`config.mk`:
```
export PLATFORM = sky130hd
export DESIGN_NAME = snake_body_tracker
export DESIGN_NICKNAME = d
export VERILOG_FILES = /design/src/rtl/snake_body_tracker.sv
export SDC_FILE = /design/constraint.sdc
export NUM_CORES = 1
export LEC_CHECK = 0
export ABC_CLOCK_PERIOD_IN_PS = 10200
export BUFFER_PORTS_ARGS = -buffer_cell sky130_fd_sc_hd__buf_2
export CAP_MARGIN = 30
export CORE_ASPECT_RATIO = 1.2
export CORE_MARGIN = 2
export CORE_UTILIZATION = 63
export CTS_CLUSTER_DIAMETER = 200
export DETAILED_ROUTE_END_ITERATION = 16
export PLACE_DENSITY_LB_ADDON = 0.1
export SLEW_MARGIN = 10
export SYNTH_ARGS = -nofsm -noshare
export SYNTH_HDL_FRONTEND = slang
export SYNTH_SLANG_ARGS = --single-unit
export TNS_END_PERCENT = 5
```
`constraint.sdc`:
```
create_clock -name clk -period 10.2 [get_ports clk]
set_input_delay 0.51 -clock clk [delete_from_list [all_inputs] [get_ports clk]]
set_output_delay 0.51 -clock clk [all_outputs]
set_load 0.01 [all_outputs]
```
`src/rtl/snake_body_tracker.sv`:
```
// Snake segment store and collision engine: walls, self and apple checks per move pulse.
// Move takes `length` cycles (L-1 scan + 1 update); step_i ignored while busy or dead.
module snake_body_tracker #(
    parameter int GRID_W   = 16,
    parameter int GRID_H   = 12,
    parameter int MAX_LEN  = 32,
    parameter int INIT_LEN = 3,
    localparam int LW = $clog2(MAX_LEN + 1),
    localparam int IW = $clog2(MAX_LEN)
) (
    input  logic          clk,
    input  logic          rst,
    input  logic          step_i,
    input  logic [1:0]    dir_i,
    input  logic [3:0]    apple_x_i,
    input  logic [3:0]    apple_y_i,
    input  logic          restart_i,
    output logic [3:0]    head_x,
    output logic [3:0]    head_y,
    output logic [LW-1:0] length,
    output logic          goodColl,
    output logic          badColl,
    output logic          busy,
    output logic          dead
);

    typedef enum logic [1:0] {IDLE, SCAN, UPDATE, DEAD} state_t;

    localparam logic [1:0] DIR_UP = 2'd0, DIR_DOWN = 2'd1, DIR_LEFT = 2'd2, DIR_RIGHT = 2'd3;

    state_t        r_state, w_state_nxt;
    logic [3:0]    r_seg_x [MAX_LEN];
    logic [3:0]    r_seg_y [MAX_LEN];
    logic [LW-1:0] r_len;
    logic [IW-1:0] r_idx;
    logic [1:0]    r_cur_dir;
    logic [3:0]    r_nxt_x, r_nxt_y;
    logic          r_good, r_bad;

    logic [1:0]    w_eff_dir;
    logic [4:0]    w_nx, w_ny;
    logic          w_wall, w_hit, w_last, w_eat;

    // Bit 0 flips between opposite directions (up/down, left/right).
    assign w_eff_dir = (dir_i == (r_cur_dir ^ 2'b01)) ? r_cur_dir : dir_i;

    always_comb begin
        w_nx = {1'b0, r_seg_x[0]};
        w_ny = {1'b0, r_seg_y[0]};
        case (w_eff_dir)
            DIR_UP:    w_ny = {1'b0, r_seg_y[0]} - 5'd1;
            DIR_DOWN:  w_ny = {1'b0, r_seg_y[0]} + 5'd1;
            DIR_LEFT:  w_nx = {1'b0, r_seg_x[0]} - 5'd1;
            default:   w_nx = {1'b0, r_seg_x[0]} + 5'd1;
        endcase
    end

    // -1 wraps to 31 in 5 bits, so one unsigned compare covers both edges.
    assign w_wall = (w_nx >= 5'(GRID_W)) || (w_ny >= 5'(GRID_H));
    assign w_hit  = (r_nxt_x == r_seg_x[r_idx]) && (r_nxt_y == r_seg_y[r_idx]);
    assign w_last = (LW'(r_idx) == r_len - LW'(2));
    assign w_eat  = (r_nxt_x == apple_x_i) && (r_nxt_y == apple_y_i);

    always_ff @(posedge clk or posedge rst) begin
        if (rst) r_state <= IDLE;
        else     r_state <= w_state_nxt;
    end

    always_comb begin
        w_state_nxt = r_state;
        case (r_state)
            IDLE:    if (step_i) w_state_nxt = w_wall ? DEAD : SCAN;
            SCAN:    if (w_hit) w_state_nxt = DEAD;
                     else if (w_last) w_state_nxt = UPDATE;
            UPDATE:  w_state_nxt = IDLE;
            default: w_state_nxt = DEAD;
        endcase
        if (restart_i) w_state_nxt = IDLE;
    end

    always_ff @(posedge clk or posedge rst) begin
        if (rst) begin
            for (int i = 0; i < MAX_LEN; i++) begin
                r_seg_x[i] <= (i < INIT_LEN) ? 4'(GRID_W / 2 - i) : 4'd0;
                r_seg_y[i] <= (i < INIT_LEN) ? 4'(GRID_H / 2) : 4'd0;
            end
            r_len     <= LW'(INIT_LEN);
            r_idx     <= '0;
            r_cur_dir <= DIR_RIGHT;
            r_nxt_x   <= '0;
            r_nxt_y   <= '0;
            r_good    <= 1'b0;
            r_bad     <= 1'b0;
        end else if (restart_i) begin
            for (int i = 0; i < MAX_LEN; i++) begin
                r_seg_x[i] <= (i < INIT_LEN) ? 4'(GRID_W / 2 - i) : 4'd0;
                r_seg_y[i] <= (i < INIT_LEN) ? 4'(GRID_H / 2) : 4'd0;
            end
            r_len     <= LW'(INIT_LEN);
            r_idx     <= '0;
            r_cur_dir <= DIR_RIGHT;
            r_good    <= 1'b0;
            r_bad     <= 1'b0;
        end else begin
            r_good <= 1'b0;
            r_bad  <= 1'b0;
            case (r_state)
                IDLE: if (step_i) begin
                    r_cur_dir <= w_eff_dir;
                    r_nxt_x   <= w_nx[3:0];
                    r_nxt_y   <= w_ny[3:0];
                    r_idx     <= '0;
                    r_bad     <= w_wall;
                end
                SCAN: begin
                    if (w_hit) r_bad <= 1'b1;
                    else       r_idx <= r_idx + IW'(1);
                end
                UPDATE: begin
                    // The shift keeps the old tail in storage, so growing is just a length bump.
                    for (int i = 1; i < MAX_LEN; i++) begin
                        r_seg_x[i] <= r_seg_x[i-1];
                        r_seg_y[i] <= r_seg_y[i-1];
                    end
                    r_seg_x[0] <= r_nxt_x;
                    r_seg_y[0] <= r_nxt_y;
                    if (w_eat) begin
                        r_good <= 1'b1;
                        if (r_len < LW'(MAX_LEN)) r_len <= r_len + LW'(1);
                    end
                end
                default: ;
            endcase
        end
    end

    assign head_x   = r_seg_x[0];
    assign head_y   = r_seg_y[0];
    assign length   = r_len;
    assign goodColl = r_good;
    assign badColl  = r_bad;
    assign busy     = (r_state == SCAN) || (r_state == UPDATE);
    assign dead     = (r_state == DEAD);

endmodule

```
# After elaboration in Yosys (flattened, before gate mapping)
# Cells that the tools add are included.
[word_totals] regBits=281 latch_bits=0 mem_bits_rw=0 mem_bits_ro=0 input_bits=14 output_inout_bits=18 elab_cells=155 n_memories=0
[classes] add_sub_neg=7 mul=0 n_div=0 magnitude_cmp=4 n_eq_ne=14 shifts=0 n_mux=37 bitwise_logic=3 n_reduce_logical=18
[op_table] cell="2-to-1 mux 128 bit" count=4
[op_table] cell="binary-select mux 4 bit (select 5 bit)" count=2
[op_table] cell="case mux 5 bit (2 select lines)" count=3
[op_table] cell="2-to-1 mux 6 bit" count=4
[op_table] cell="2-to-1 mux 2 bit" count=9
[op_table] cell="equality test 4 bit" count=4
[op_table] cell="2-to-1 mux 4 bit" count=4
[op_table] cell="2-to-1 mux 5 bit" count=3
[op_table] cell="adder 4 x 1 -> 5 bit (second input constant)" count=2
[op_table] cell="nonzero test 2 bit" count=5
[op_table] cell="subtractor 4 x 1 -> 5 bit (second input constant)" count=2
[op_table] cell="AND reduction 3 bit" count=3
[op_table] cell="adder 6 x 1 -> 6 bit (second input constant)" count=1
[op_table] cell="equality test 2 bit (second input constant)" count=3
[op_table] cell="equality test 5 x 6 -> 1 bit" count=1
[op_table] cell=">= comparator 6 bit (second input constant)" count=1
[op_table] cell="< comparator 6 bit (second input constant)" count=1
[op_table] cell="2-to-1 mux 1 bit" count=6
[op_table] cell="inequality test 3 bit (second input constant)" count=2
[op_table] cell="inverter 5 -> 6 bit" count=1
[op_table] cell="case mux 2 bit (3 select lines)" count=1
[op_table] cell="subtractor 6 x 2 -> 6 bit (second input constant)" count=1
[op_table] cell="adder 5 x 1 -> 5 bit (second input constant)" count=1
[op_table] cell=">= comparator 5 x 4 -> 1 bit (second input constant)" count=1
[op_table] cell="12 further kinds" count=18

# Depth between registers and ports, before layout
[logic_depth] ltp_word=12 mapped_depth=13 depth_no_buf=12

# Least setup slack after synthesis
# Ideal clock, no wire load.
[synth_timing] path_kind="input-to-reg" start="input port dir_i[1]" end="register r_state[1]" setup_ns=0.142 arrival_time_ns=2.970 required_ns=10.058 slack_ns=7.088 stages=12 n_path_buf=1 path_cell_list="clkbuf_1 > xor2_1 > mux2i_1 > or2_2 > fa_1 > a21o_1 > a211oi_1 > a21oi_1 > xnor2_1 > o21ai_0 > a211oi_1 > a2111oi_4"
[synth_between] elab_chain_cells=11 word_cells_on_any_way=15 cone_classes="order compare (2); eq/ne (3); mux (7); reduce/logical (3)"
[synth_lines] item="from (decl)" line="14" source="input logic [1:0] dir_i,"
[synth_lines] item="equality test 2 bit" line="45" source="assign w_eff_dir = (dir_i == (r_cur_dir ^ 2'b01)) ? r_cur_dir : dir_i;"
[synth_lines] item="2-to-1 mux 2 bit *" line="45"
[synth_lines] item="equality test 2 x 1 -> 1 bit or logical NOT 2 bit (tied branches)" line="50" source="case (w_eff_dir)"
[synth_lines] item="OR reduction 2 bit (no line)"
[synth_lines] item="case mux 5 bit (2 select lines)" line="50"
[synth_lines] item=">= comparator 5 bit" line="59" source="assign w_wall = (w_nx >= 5'(GRID_W)) || (w_ny >= 5'(GRID_H));"
[synth_lines] item="logical OR 1 bit *" line="59"
[synth_lines] item="2-to-1 mux 2 bit * (2 in series)" line="72" source="IDLE: if (step_i) w_state_nxt = w_wall ? DEAD : SCAN;"
[synth_lines] item="case mux 2 bit (3 select lines) *" line="71" source="case (r_state)"
[synth_lines] item="2-to-1 mux 2 bit *" line="78" source="if (restart_i) w_state_nxt = IDLE;"
[synth_lines] item="to (signal assigned)" line="66" source="else r_state <= w_state_nxt;"
[synth_lines] item="to (decl)" line="31" source="state_t r_state, w_state_nxt;"
# Mark *: on every way between the ends. The rest lies on a longest branch, timed or not. The select of a mux whose other input is x is not followed.
# A chain may end at the register's enable or synchronous reset.

# Final worst setup path
[layout_timing] start="register r_idx[1]" end="register r_idx[3]"
[layout_between] elab_chain_cells=8 word_cells_on_any_way=16 cone_classes="add/sub (1); eq/ne (3); mux (9); bitwise (1); reduce/logical (2)"
[layout_lines] item="from (decl)" line="35" source="logic [IW-1:0] r_idx;"
[layout_lines] item="from (signal assigned)" line="117" source="else r_idx <= r_idx + IW'(1);"
[layout_lines] item="inverter 5 -> 6 bit (implied by the code)" line="60" source="assign w_hit = (r_nxt_x == r_seg_x[r_idx]) && (r_nxt_y == r_seg_y[r_idx]);"
[layout_lines] item="binary-select mux 4 bit (select 5 bit)" line="60"
[layout_lines] item="2-to-1 mux 4 bit (implied by the code) (2 in series)" line="60"
[layout_lines] item="equality test 4 bit" line="60"
[layout_lines] item="logical AND 1 bit" line="60"
[layout_lines] item="inequality test 3 bit (no line)"
[layout_lines] item="AND reduction 3 bit (no line)"
# Several ways; a longest one is shown, not always the timed one. The select of a mux whose other input is x is not followed.

==> flow_metrics.py <==
metrics = {
    "clocking": {
        "cts_max_level": 1,
        "cts_setup_buffers": 0,
        "postCtsHoldBufs": 0,
        "clkTransAtPathRegs_ps": 60,
        "clockRootBuffer": "sky130_fd_sc_hd__clkbuf_16",
        "clock_path_buffers": 3,
        "cts_resized": 0,
        "numClockSinks": 281,
        "worstSkewPairLatency_ps": 550,
        "cts_inserted_buffers": 30,
        "tritoncts": "done",
    },
    "cells_and_area": {
        "finish.net_count": 1271,
        "postLayoutCoreUtil": 0.7057,
        "final_cell_mix": "277 x sky130_fd_sc_hd__mux2i_1, 267 x sky130_fd_sc_hd__nor2_1, 261 x sky130_fd_sc_hd__dfrtp_1",
        "mostFrequentLayoutCell": "sky130_fd_sc_hd__mux2i_1",
        "syn2layout_area_growth_pct": 9.436,
        "drive_above_1_share": 0.1347,
        "num-fill-cells": 1674,
        "final_area_um2": 15950,
    },
    "synthesis": {
        "primary_flip_flop_cell_chosen_by_synthesis_mapping": "sky130_fd_sc_hd__dfrtp_1",
        "post_synth_inst_count": 1266,
        "synth.yosys.warnings": 0,
        "dominant_cells_by_area_after_synthesis": "sky130_fd_sc_hd__dfrtp_1 46%, sky130_fd_sc_hd__mux2i_1 19%, sky130_fd_sc_hd__nor2_1 6.9%",
        "ys_async_sr_fraction": 1.000,
        "seq_area_frac_synth": 0.4839,
        "synth_seq_cells": 281,
        "synth_top_cell_by_area": "sky130_fd_sc_hd__dfrtp_1",
        "synth_top_cell_area_share": 0.4551,
        "synth_edf_count": 0,
        "synth.net_count": 1298,
        "synth_cell_types": 58,
        "netlist_area_um2": 14570,
        "syn-mean-instance-area_um2": 11.51,
    },
    "power": {
        "static-leakage-power_nw": 6.897,
        "power_per_cell_area_nw_per_um2": 212.6,
        "maximum_vdd_ir_drop_mv": 0.2223,
    },
    "floorplan": {
        "ioPinCount": 32,
        "die_area_um2": 24370,
        "fp-row-count": 60,
        "die_x_um": 142.8,
        "floorplan.initialDensity": 0.6449,
        "core-area_um2": 22600,
        "dieHeight_um": 170.6,
    },
    "critical_path": {
        "critical_path.slowest_cell": "sky130_fd_sc_hd__dfrtp_4",
        "critPathRequiredTime_ps": 10660,
        "critical_path.most_common_cell": "sky130_fd_sc_hd__nand3_1",
        "critical_path_cell_list": "buf_4 > mux4_2 > a22o_1 > a211oi_1 > nand3_1 > xnor2_1 > nand3_1 > nor4_2 > o211ai_1 > a31oi_1",
        "critPathMaxStageDelay_ps": 730,
        "critical_path_arrival_ps": 4490,
        "timing.setup.critical_path_class": "register to register",
        "start_kind": "register",
        "timing.critical_path.fanout_max": 47,
        "timing.critical_path.to_type": "register",
    },
    "sta": {
        "final-setup-viol-count": 0,
        "final_period_utilization": 0.3950,
        "fin_worst_skew_ps": 10.75,
        "grt_setup_unrepaired": "no",
        "setup_tns_ps": 0,
        "worst_slew_pin_slew_ps": 1161,
        "timing.final.hold_violations": 0,
        "timing.slew.headroom": 0.2263,
        "achievable-frequency_mhz": 248.2,
        "slew_violations": 0,
        "min_period_ps": 4029,
    },
    "global_routing": {
        "wire_length_of_the_first_global_routing_pass_um": 50210,
        "antenna_found_initial": 1,
        "groute.usage.overall": 0.2544,
        "grt_max_degree": 157,
        "first_global_vias": 9499,
        "grt_overflow_total": 0,
    },
    "drt": {
        "post_dr_vias_cell": 5.973,
        "detail-route-antenna-nets": 0,
        "drc": 0,
        "detailroute.via_count": 9395,
        "first_pass_detailed_route_iteration_total": 5,
        "drt_iter0_markers": 573,
        "wirelength_routed_um": 29670,
        "route.detailed.wl_per_inst_um": 18.86,
    },
    "place": {
        "post_dp_cell_area_um2": 14780,
        "total_half_perimeter_wirelength_after_legalization_and_detailed_placement_um": 18240,
        "port_buffers": 31,
        "gp_routability_congestion": 0.8380,
    },
    "run": {
        "max-cap-violations": 0,
    },
    "worst_hold_path": {
        "min-delay-path-class": "input pin to asynchronous set/reset pin",
    },
    "outcome": {
        "run_status": "finished clean",
    },
}
==> worst paths after layout <==
kind                            cells past startpoint       start  slack, ps     endpoint
max in group asynchronous                           4         rst       8220  r_seg_x[16]
min in group clk                                    3      step_i        260      badColl
worst max register to register                     10    r_idx[1]       6170     r_idx[3]
worst min register to register                      2  r_seg_y[1]        520   r_seg_y[1]
worst max-delay path                               10    r_idx[1]       6170     r_idx[3]
worst min-delay path                                2         rst         50  r_seg_y[63]
==> where the power goes <==
group / switching [mW] / internal, mW
clock network: 0.438 / 0.778
registers: 0.0885 / 1.18
logic: 0.496 / 0.409
total: 1.02 / 2.37
==> cells by family (layout without fill, tap and decap cells) <==
group / after synthesis / after routing / share of synthesized area
and+or+nand+nor: 386 / 386 / 0.1135
xor gates and xnor gates: 33 / 33 / 0.01983
DFF: 281 / 281 / 0.4839
buffers and inverters: 119 / 115 / 0.03795
adders and majority gates: 18 / 18 / 0.01649
muxes: 335 / 335 / 0.2810
AOI/OAI and AO/OA: 94 / 94 / 0.04731
other: 0 / 1 / 0
==> synth_stat cells, types with 15 or more instances <==
library cell                 n
sky130_fd_sc_hd__clkbuf_1   44
sky130_fd_sc_hd__mux2i_1   277
sky130_fd_sc_hd__mux4_2     34
sky130_fd_sc_hd__ha_1       16
sky130_fd_sc_hd__nand2_1    36
sky130_fd_sc_hd__nor2b_1    20
sky130_fd_sc_hd__dfrtp_1   265
sky130_fd_sc_hd__xnor2_1    17
sky130_fd_sc_hd__xor2_1     16
sky130_fd_sc_hd__buf_1      30
sky130_fd_sc_hd__o21ai_0    17
sky130_fd_sc_hd__dfstp_2    16
sky130_fd_sc_hd__mux4_1     19
sky130_fd_sc_hd__nand3_1    19
sky130_fd_sc_hd__nor2_1    267
sky130_fd_sc_hd__buf_2      15
==> critical path, delay by kind of cell (launching register included) <==
kind | cells | cell delay (ps)
XOR/XNOR | 1 | 150
AO/OA/AOI/OAI | 4 | 770
buffers and inverters | 1 | 680
flip-flops | 1 | 730
multiplexers | 1 | 590
AND/OR/NAND/NOR | 3 | 940
==> metrics by stage <==
stage | total power [mW] | hold WS (ps) | setup WS [ps] | instances
floorplan | 2.021 | 477.8 | 1966 | 1266
global placement | 2.170 | 493.8 | 6149 | 1515
detailed placement | 2.191 | 508.4 | 6156 | 1516
CTS | 3.410 | 72.06 | 6129 | 1571
global route | 3.540 | 109.1 | 5806 | 1572
finish | 3.390 | 50.30 | 6171 | 1573
==> flip-flops by register name, summed over array words and instances (netlist names) <==
name	count
badColl	1
goodColl	1
head_x	4
head_y	4
length	6
r_cur_dir	2
r_idx	5
r_nxt_x	4
r_nxt_y	4
r_seg_x	124
r_seg_y	124
r_state	2
==> final cells by class <==
type / instances / area, um^2 / area share
antenna: 1 / 2.502 / 0.0001569
timing repair buffer: 45 / 321.6 / 0.02016
inverter: 15 / 63.81 / 0.004002
sequential: 281 / 7059 / 0.4427
tap: 310 / 387.9 / 0.02432
multi-input combinational: 866 / 6979 / 0.4377
clock buffer: 40 / 879.6 / 0.05516
clock inverter: 15 / 252.7 / 0.01585
==> metal layers <==
| metal | vias up | global-route usage | wire (um) |
|---|---|---|---|
| met1 | 4812 | 0.3677 | 13580 |
| li1 | 4405 | - | - |
| met5 | - | 0 | 0 |
| met4 | 0 | 0.05166 | 437 |
| met3 | 35 | 0.03135 | 1051 |
| met2 | 143 | 0.4214 | 14600 |
Note: power is estimated with default switching activity, not from simulation.
